File: src/rtl/ay_bus_responder.sv
// Slave side of the AY-8910 BDIR/BC1/BC2 bus: synchronises host bus cycles and
// turns them into paced YM write/read strobe sequences on the internal bus.
module ay_bus_responder #(
  parameter int WR_SETUP = 1,
  parameter int WR_PULSE = 4,
  parameter int WR_HOLD  = 2
) (
  input  logic       fclk,
  input  logic       ayres_n,
  input  logic       aybdir,
  input  logic       aybc1,
  input  logic       aybc2,
  input  logic       aya8,
  input  logic       aya9_n,
  input  logic [7:0] ayd_in,
  output logic [7:0] ayd_out,
  output logic       ayd_oe,
  input  logic [7:0] d_in,
  output logic [7:0] d_out,
  output logic       d_oe,
  output logic       ymcs1_n,
  output logic       ymcs2_n,
  output logic       ymwr_n,
  output logic       ymrd_n,
  output logic       yma0,
  output logic       chip_sel,
  output logic [7:0] reg_num
);

  typedef enum logic [2:0] {IDLE, SETUP, STROBE, HOLD, RD} state_t;

  localparam logic [1:0] MODE_IDLE = 2'b00;
  localparam logic [1:0] MODE_READ = 2'b01;
  localparam logic [1:0] MODE_DATA = 2'b10;
  localparam logic [1:0] MODE_ADDR = 2'b11;

  state_t     state;
  logic [7:0] cnt;
  logic [4:0] sync1, sync2;
  logic [1:0] mode, mode_prev;
  logic       bus_valid, armed, accept;
  logic       pend_valid;
  logic [1:0] pend_mode;
  logic [7:0] pend_data;
  logic       is_cs_code, start_wr, start_rd;

  // Sync vector layout: {bdir, bc1, bc2, a8, a9_n}
  always_ff @(posedge fclk or negedge ayres_n) begin
    if (!ayres_n) begin
      sync1 <= '0;
      sync2 <= '0;
    end else begin
      sync1 <= {aybdir, aybc1, aybc2, aya8, aya9_n};
      sync2 <= sync1;
    end
  end

  assign bus_valid = sync2[2] & sync2[1] & ~sync2[0];
  assign mode      = bus_valid ? sync2[4:3] : MODE_IDLE;
  assign accept    = armed && (mode != MODE_IDLE) && (mode == mode_prev);

  // One operation per host cycle: re-arm only after the bus has been seen idle.
  always_ff @(posedge fclk or negedge ayres_n) begin
    if (!ayres_n) begin
      mode_prev <= MODE_IDLE;
      armed     <= 1'b1;
    end else begin
      mode_prev <= mode;
      if (mode == MODE_IDLE)
        armed <= 1'b1;
      else if (accept)
        armed <= 1'b0;
    end
  end

  assign is_cs_code = (pend_data == 8'hFE) || (pend_data == 8'hFF);
  assign start_wr   = (state == IDLE) && pend_valid &&
                      ((pend_mode == MODE_DATA) || ((pend_mode == MODE_ADDR) && !is_cs_code));
  assign start_rd   = (state == IDLE) && pend_valid && (pend_mode == MODE_READ);
  assign ayd_out    = d_in;

  always_ff @(posedge fclk or negedge ayres_n) begin
    if (!ayres_n) begin
      state      <= IDLE;
      cnt        <= '0;
      pend_valid <= 1'b0;
      pend_mode  <= MODE_IDLE;
      pend_data  <= '0;
      chip_sel   <= 1'b0;
      reg_num    <= '0;
      d_out      <= '0;
      d_oe       <= 1'b0;
      ayd_oe     <= 1'b0;
      ymcs1_n    <= 1'b1;
      ymcs2_n    <= 1'b1;
      ymwr_n     <= 1'b1;
      ymrd_n     <= 1'b1;
      yma0       <= 1'b0;
    end else begin
      // A fresh acceptance overwrites whatever is still pending.
      if (state == IDLE && pend_valid)
        pend_valid <= 1'b0;
      if (accept) begin
        pend_valid <= 1'b1;
        pend_mode  <= mode;
        pend_data  <= ayd_in;
      end

      case (state)
        IDLE: begin
          if (pend_valid && pend_mode == MODE_ADDR && pend_data == 8'hFE)
            chip_sel <= 1'b1;
          if (pend_valid && pend_mode == MODE_ADDR && pend_data == 8'hFF)
            chip_sel <= 1'b0;
          if (start_wr) begin
            if (pend_mode == MODE_ADDR)
              reg_num <= pend_data;
            state   <= SETUP;
            cnt     <= 8'(WR_SETUP - 1);
            d_out   <= pend_data;
            d_oe    <= 1'b1;
            yma0    <= (pend_mode == MODE_DATA);
            ymcs1_n <= chip_sel;
            ymcs2_n <= ~chip_sel;
          end else if (start_rd) begin
            state   <= RD;
            yma0    <= 1'b1;
            ymrd_n  <= 1'b0;
            ayd_oe  <= 1'b1;
            ymcs1_n <= chip_sel;
            ymcs2_n <= ~chip_sel;
          end
        end
        SETUP: begin
          if (cnt == 8'd0) begin
            state  <= STROBE;
            cnt    <= 8'(WR_PULSE - 1);
            ymwr_n <= 1'b0;
          end else
            cnt <= cnt - 8'd1;
        end
        STROBE: begin
          if (cnt == 8'd0) begin
            state  <= HOLD;
            cnt    <= 8'(WR_HOLD - 1);
            ymwr_n <= 1'b1;
          end else
            cnt <= cnt - 8'd1;
        end
        HOLD: begin
          if (cnt == 8'd0) begin
            state   <= IDLE;
            d_oe    <= 1'b0;
            yma0    <= 1'b0;
            ymcs1_n <= 1'b1;
            ymcs2_n <= 1'b1;
          end else
            cnt <= cnt - 8'd1;
        end
        RD: begin
          if (mode != MODE_READ) begin
            state   <= IDLE;
            ymrd_n  <= 1'b1;
            ayd_oe  <= 1'b0;
            yma0    <= 1'b0;
            ymcs1_n <= 1'b1;
            ymcs2_n <= 1'b1;
          end
        end
        default: state <= IDLE;
      endcase
    end
  end

endmodule

File: config.mk
export PLATFORM = sky130hd
export DESIGN_NAME = ay_bus_responder
export DESIGN_NICKNAME = d
export VERILOG_FILES = /design/src/rtl/ay_bus_responder.sv
export SDC_FILE = /design/constraint.sdc
export NUM_CORES = 1
export LEC_CHECK = 0
export BUFFER_PORTS_ARGS = -buffer_cell sky130_fd_sc_hd__buf_2
export CORE_AREA = 3 3 80 74
export DETAILED_ROUTE_END_ITERATION = 10
export DIE_AREA = 0 0 83 77
export PLACE_DENSITY = 0.79
export SETUP_SLACK_MARGIN = 0.02
export SYNTH_ARGS = -nofsm -noshare
export SYNTH_HDL_FRONTEND = slang
export SYNTH_SLANG_ARGS = --single-unit
File: constraint.sdc
create_clock -name fclk -period 2.25 [get_ports fclk]
set_input_delay 0.1125 -clock fclk [delete_from_list [all_inputs] [get_ports fclk]]
set_output_delay 0.1125 -clock fclk [all_outputs]
set_load 0.1 [all_outputs]
### Word level (Yosys, flattened, before mapping)

Index checks and enable logic that the tools add are counted.

* register bits: 59

* reductions and logical operators: 33
* add/subtract/negate cells: 1
* bitwise gates (word level): 4
* multiplexer cells: 40
* equality and inequality tests: 20

Operator list (number)
* two-way mux 8 bit: 4
* one-hot mux 8 bit (4 select lines): 1
* two-way mux 1 bit: 20
* two-way mux 3 bit: 6
* == test 8 bit, second input constant: 2
* inequality test 2 bit, second input constant: 8
* one-hot mux 3 bit (5 select lines): 1
* nonzero test 2 bit: 7
* AND reduction 3 bit: 4
* logical AND 1 bit: 9
* one-hot mux 1 bit (3 select lines): 3
* logical NOT 8 bit: 1
* one-hot mux 1 bit (2 select lines): 4
* AND reduction 4 bit: 2
* subtractor 8 x 1 -> 8 bit, second input constant: 1
* == test 3 x 2 -> 1 bit, second input constant: 2
* AND reduction 5 bit: 1
* == test 2 bit, second input constant: 2
* AND reduction 2 bit: 2
* nonzero test 4 bit: 1
* == test 3 x 1 -> 1 bit, second input constant: 1
* == test 3 bit, second input constant: 1
* logical NOT 3 bit: 1
* inequality test 3 bit, second input constant: 1
* other kinds (10): 13

### Longest topological paths before layout

* depth in word-level cells: 8
* depth in mapped cells: 7
* mapped depth without buffers: 6

### Worst setup path after synthesis

No wires, ideal clock.

* path kind: register -> register
* start point: reg cnt[0]
* end point: reg cnt[6]
* stages on the path, launching flop included: 7
* slack: 648 ps
* arrival time: 1523 ps
* setup time: 79 ps
* period minus slack after synthesis: 1602 ps
* cells stage by stage: dfrtp_1 inv_1 ha_1 nand2b_1 or4_1 or3_1 mux2i_1

* word-level cells in the longest chain between the ends: 3
* elaborated cells between the ends (all ways): 8
* classes of those cells: add/sub (1); eq/ne (1); mux (4); reduce/logical (2)

RTL lines
* start, declared: line 38 `logic [7:0] cnt;`
* start signal, assigned: line 119 `cnt <= 8'(WR_SETUP - 1);`
* start signal, assigned: line 137 `cnt <= 8'(WR_PULSE - 1);`
* start signal, assigned: line 140 `cnt <= cnt - 8'd1;`
* subtractor 8 x 1 -> 8 bit or logical NOT 8 bit (tied branches)
* two-way mux 8 bit (tied with other cells): line 151 `if (cnt == 8'd0) begin`
* one-hot mux 8 bit (4 select lines) or AND reduction 3 bit (tied branches)

Several ways; a longest one is shown, not always the timed one. The select of a mux whose other input is x is not followed.
A chain may end at the register's enable or synchronous reset.

### Final worst setup path

* start point: reg state[0]
* end point: reg reg_num[5]

* word-level cells in the longest chain between the ends: 4

RTL lines
* start, declared: line 37 `state_t state;`
* start signal, assigned: line 84 `state <= IDLE;`
* start signal, assigned: line 118 `state <= SETUP;`
* start signal, assigned: line 126 `state <= RD;`
* logical NOT 3 bit *: line 77, 109
* logical AND 1 bit (2 in a row): line 77 `assign start_wr = (state == IDLE) && pend_valid &&`
* AND reduction 3 bit (no line) *
* end signal, assigned: line 117 `reg_num <= pend_data;`
* end, declared: line 27 `output logic [7:0] reg_num`

Every way passes the cells marked *; elsewhere a longest branch is shown, timed or not.

==> results_dict.tcl <==
set metrics [dict create \
    run_status "complete, no violations" \
    synth-async-reset-ratio_pct 100 \
    synth_ff_type "dfrtp_1" \
    drv_slew 0 \
    grt_antenna_before_repair 0 \
    drtIter0Drc 152 \
    seqCellArea_sq_mm 0.00148 \
    most-common-layout-cells "54 x dfrtp_1, 38 x buf_2, 34 x nand2_1" \
    wl_per_cell_microns 15.3 \
    vias_per_cell 5.46 \
    htreeDepth 3 \
    power.leakage_nw 1.63 \
    port_buffers 38 \
    grt_pass1_vias 2059 \
    power.density_mw_per_mm2 968 \
    seq_power_share_pct 42.0 \
    critical_path.cell_chain "nor3_4, o2111a_2, nand2_4, mux2_4" \
    die_h_microns 77 \
    insertion_delay_ns 0.33 \
    initial_core_util_pct 53.0 \
    multi_input_area_sq_mm 0.00108 \
    seq_area_frac_synth_pct 53.8 \
    dr.pass1.iters 4 \
    cts_made_buffers 9 \
    drt_wl_total_mm 5.56 \
    hp-class "primary input to flip-flop" \
    cts.clk_slew.worst_paths_ns 0.07 \
    p_comb_share_pct 24.0 \
    period_needed_ns 1.94 \
    power_frac_clock_pct 33.9 \
    finalHoldViolations 0 \
    fillCellCount 428 \
    clk_path_buf_depth 2 \
    setup_slack_ns 0.309 \
    synth_top_area_share_pct 49.1 \
    place_congestion 0.876 \
    drv_cap 0 \
    yosysWarnings 0 \
    yosys-top-cells-area "dfrtp_1 49%, dfstp_2 4.8%, nand2_1 4.6%" \
    grt_max_degree 32 \
    synth_edf_count 0 \
    synthToLayoutAreaGrowth_pct 19.6 \
    drive_gt1_share_pct 30.5 \
    io_pins 55 \
    netlist_area_sq_mm 0.00275 \
    slew_headroom_pct 53.8 \
    grt_util_all_layers_pct 19.3 \
    root_buffer "clkbuf_8" \
    dpl.cell_count 333 \
    critPathRequiredTime_ns 2.46 \
    layout.cells.most_common "dfrtp_1" \
    clock.fmax_ghz 0.515 \
    dp_hpwl_mm 3.76 \
    syn-num-nets 265 \
    diodes 0 \
    holdWs_ns 0.0240 \
    critPathMaxStageDelay_ns 0.54 \
    grt_pass1_wl_mm 9.71 \
    synth_area_leader_cell "dfrtp_1" \
    grt_overflow_total 0 \
    core_sq_mm 0.00519 \
    cts.sinks 59 \
    sw_frac_of_total_pct 31.8 \
    path_max_fanout 11 \
    fin_nets 315 \
    rsz0062_at_grt "false" \
    tightest_slew_ns 0.693 \
    crit_slowest_cell "dfrtp_1" \
    place_ws_ns 0.367 \
    finalSetupTns_ns 0 \
    switching_power_w 0.00101 \
    layoutNonFillerInstCount 362 \
    cts_tree "yes" \
    finalCritPeriodShare_pct 86.3 \
    cp-start-kind "flip-flop" \
    skew_ns 0.00734 \
    end_kind "flip-flop" \
    die_area_sq_mm 0.00639 \
    crit_type "flip-flop to flip-flop" \
    die_w_microns 83 \
    rows 25 \
    p_int_w 0.00217 \
    crit_arrival_ns 2.15 \
    vdd_ir_drop_max_v 0.000649 \
    vias 1975 \
    syn_avg_cell_area_sq_um 11.5 \
    cts_resized 0 \
    syn_inst 240 \
    synth.distinct_cells 55 \
    drcViolationCount 0 \
    finalSetupViolCount 0 \
    drtAntennaViolNets 0 \
    synth-seq-cells 59 \
    total_power_w 0.00319 \
]
path summary, 6_finish.rpt:
| kind | end | cells past startpoint | slack (ns) | start |
|---|---|---|---|---|
| setup / recovery | reg_num[5] | 4 | 0.31 | state[0] |
| hold / removal | pend_data[0] | 2 | 0.02 | ayd_in[0] |
| setup reg to reg | reg_num[5] | 4 | 0.31 | state[0] |
| hold reg to reg | sync2[1] | 0 | 0.35 | sync1[1] |
| max in group asynchronous | ymrd_n | 3 | 1.23 | ayres_n |
| min in group asynchronous | d_out[7] | 2 | 0.36 | ayres_n |
registers in the layout, summed over array words and instances (netlist names), 2 cells and up:
signal	count
pend_data	8
sync1	5
cnt	8
d_out	8
state	3
sync2	5
reg_num	8
pend_mode	2
mode_prev	2
per-stage QoR:
stage / area [sq um] / utilization (%)
floorplan: 2750 / -
global placement: 2930 / 56.5
detailed placement: 2930 / 56.5
CTS: 3290 / 63.4
global route: 3290 / 63.4
finish: 3290 / 63.4
repair_timing:
item | in CTS | in global routing
hold buffers | 13 | 0
buffers inserted | 0 | 0
hold endpoints to repair | 39 | 0
final cells by class:
| type | count | share of cell area, % |
|---|---|---|
| sequential | 59 | 45.0 |
| multi-input combinational | 152 | 32.9 |
| timing repair buffer | 56 | 11.2 |
| clock buffer | 12 | 4.71 |
| tap | 67 | 2.55 |
| clock inverter | 4 | 2.24 |
| inverter | 12 | 1.37 |
cells in the mapped netlist (all sizes together) (2+ instances only):
library cell and instances:
dfrtp 54, o211ai 2, nand3 8, o21a 3
a22oi 3, nand4 2, nand4b 2, inv 12
nor3 3, nand2 35, nand3b 2, a21oi 9
a2bb2oi 2, o2111ai 2, o21ai 14, o21bai 2
a32oi 2, xnor2 2, o22ai 2, nor4 2
o22a 4, buf 16, mux2 16, ha 2
xor2 2, dfstp 5, nor3b 2, nor2 10
a31oi 3, mux2i 3
per-layer routing:
| layer | up-vias | wire length (microns) | GRT usage (%) |
|---|---|---|---|
| li1 | 942 | - | - |
| met2 | 43 | 2740 | 31.2 |
| met5 | - | 0 | 0 |
| met3 | 14 | 280 | 7.73 |
| met1 | 976 | 2450 | 23.6 |
| met4 | 0 | 82 | 6.54 |
power by group through the flow:
stage	clock [W]	combinational [W]	sequential [W]
6_report	0.00108	0.000766	0.00134
5_1_grt	0.00117	0.000834	0.00136
4_1_cts	0.00111	0.000762	0.00134
3_5_place_dp	0	0.000738	0.00136
3_3_place_gp	0	0.000714	0.00135
2_1_floorplan	0	0.000649	0.00136
cells by family after synthesis:
group / count (synthesis) / share of synthesized area, %
AOI/OAI and AO/OA: 54 / 14.5
buffers and inverters: 29 / 6.86
xor gates and xnor gates: 4 / 1.27
DFF: 59 / 53.8
and+or+nand+nor: 73 / 13.9
adders and majority gates: 2 / 0.909
muxes: 19 / 8.72
critical path, delay by kind of cell (launching register included):
family | cells | cell delay (ns)
AND/OR/NAND/NOR | 2 | 0.52
AO/OA/AOI/OAI | 1 | 0.43
flip-flops | 1 | 0.54
multiplexers | 1 | 0.33
No activity file was read; power rests on OpenSTA's default activity.
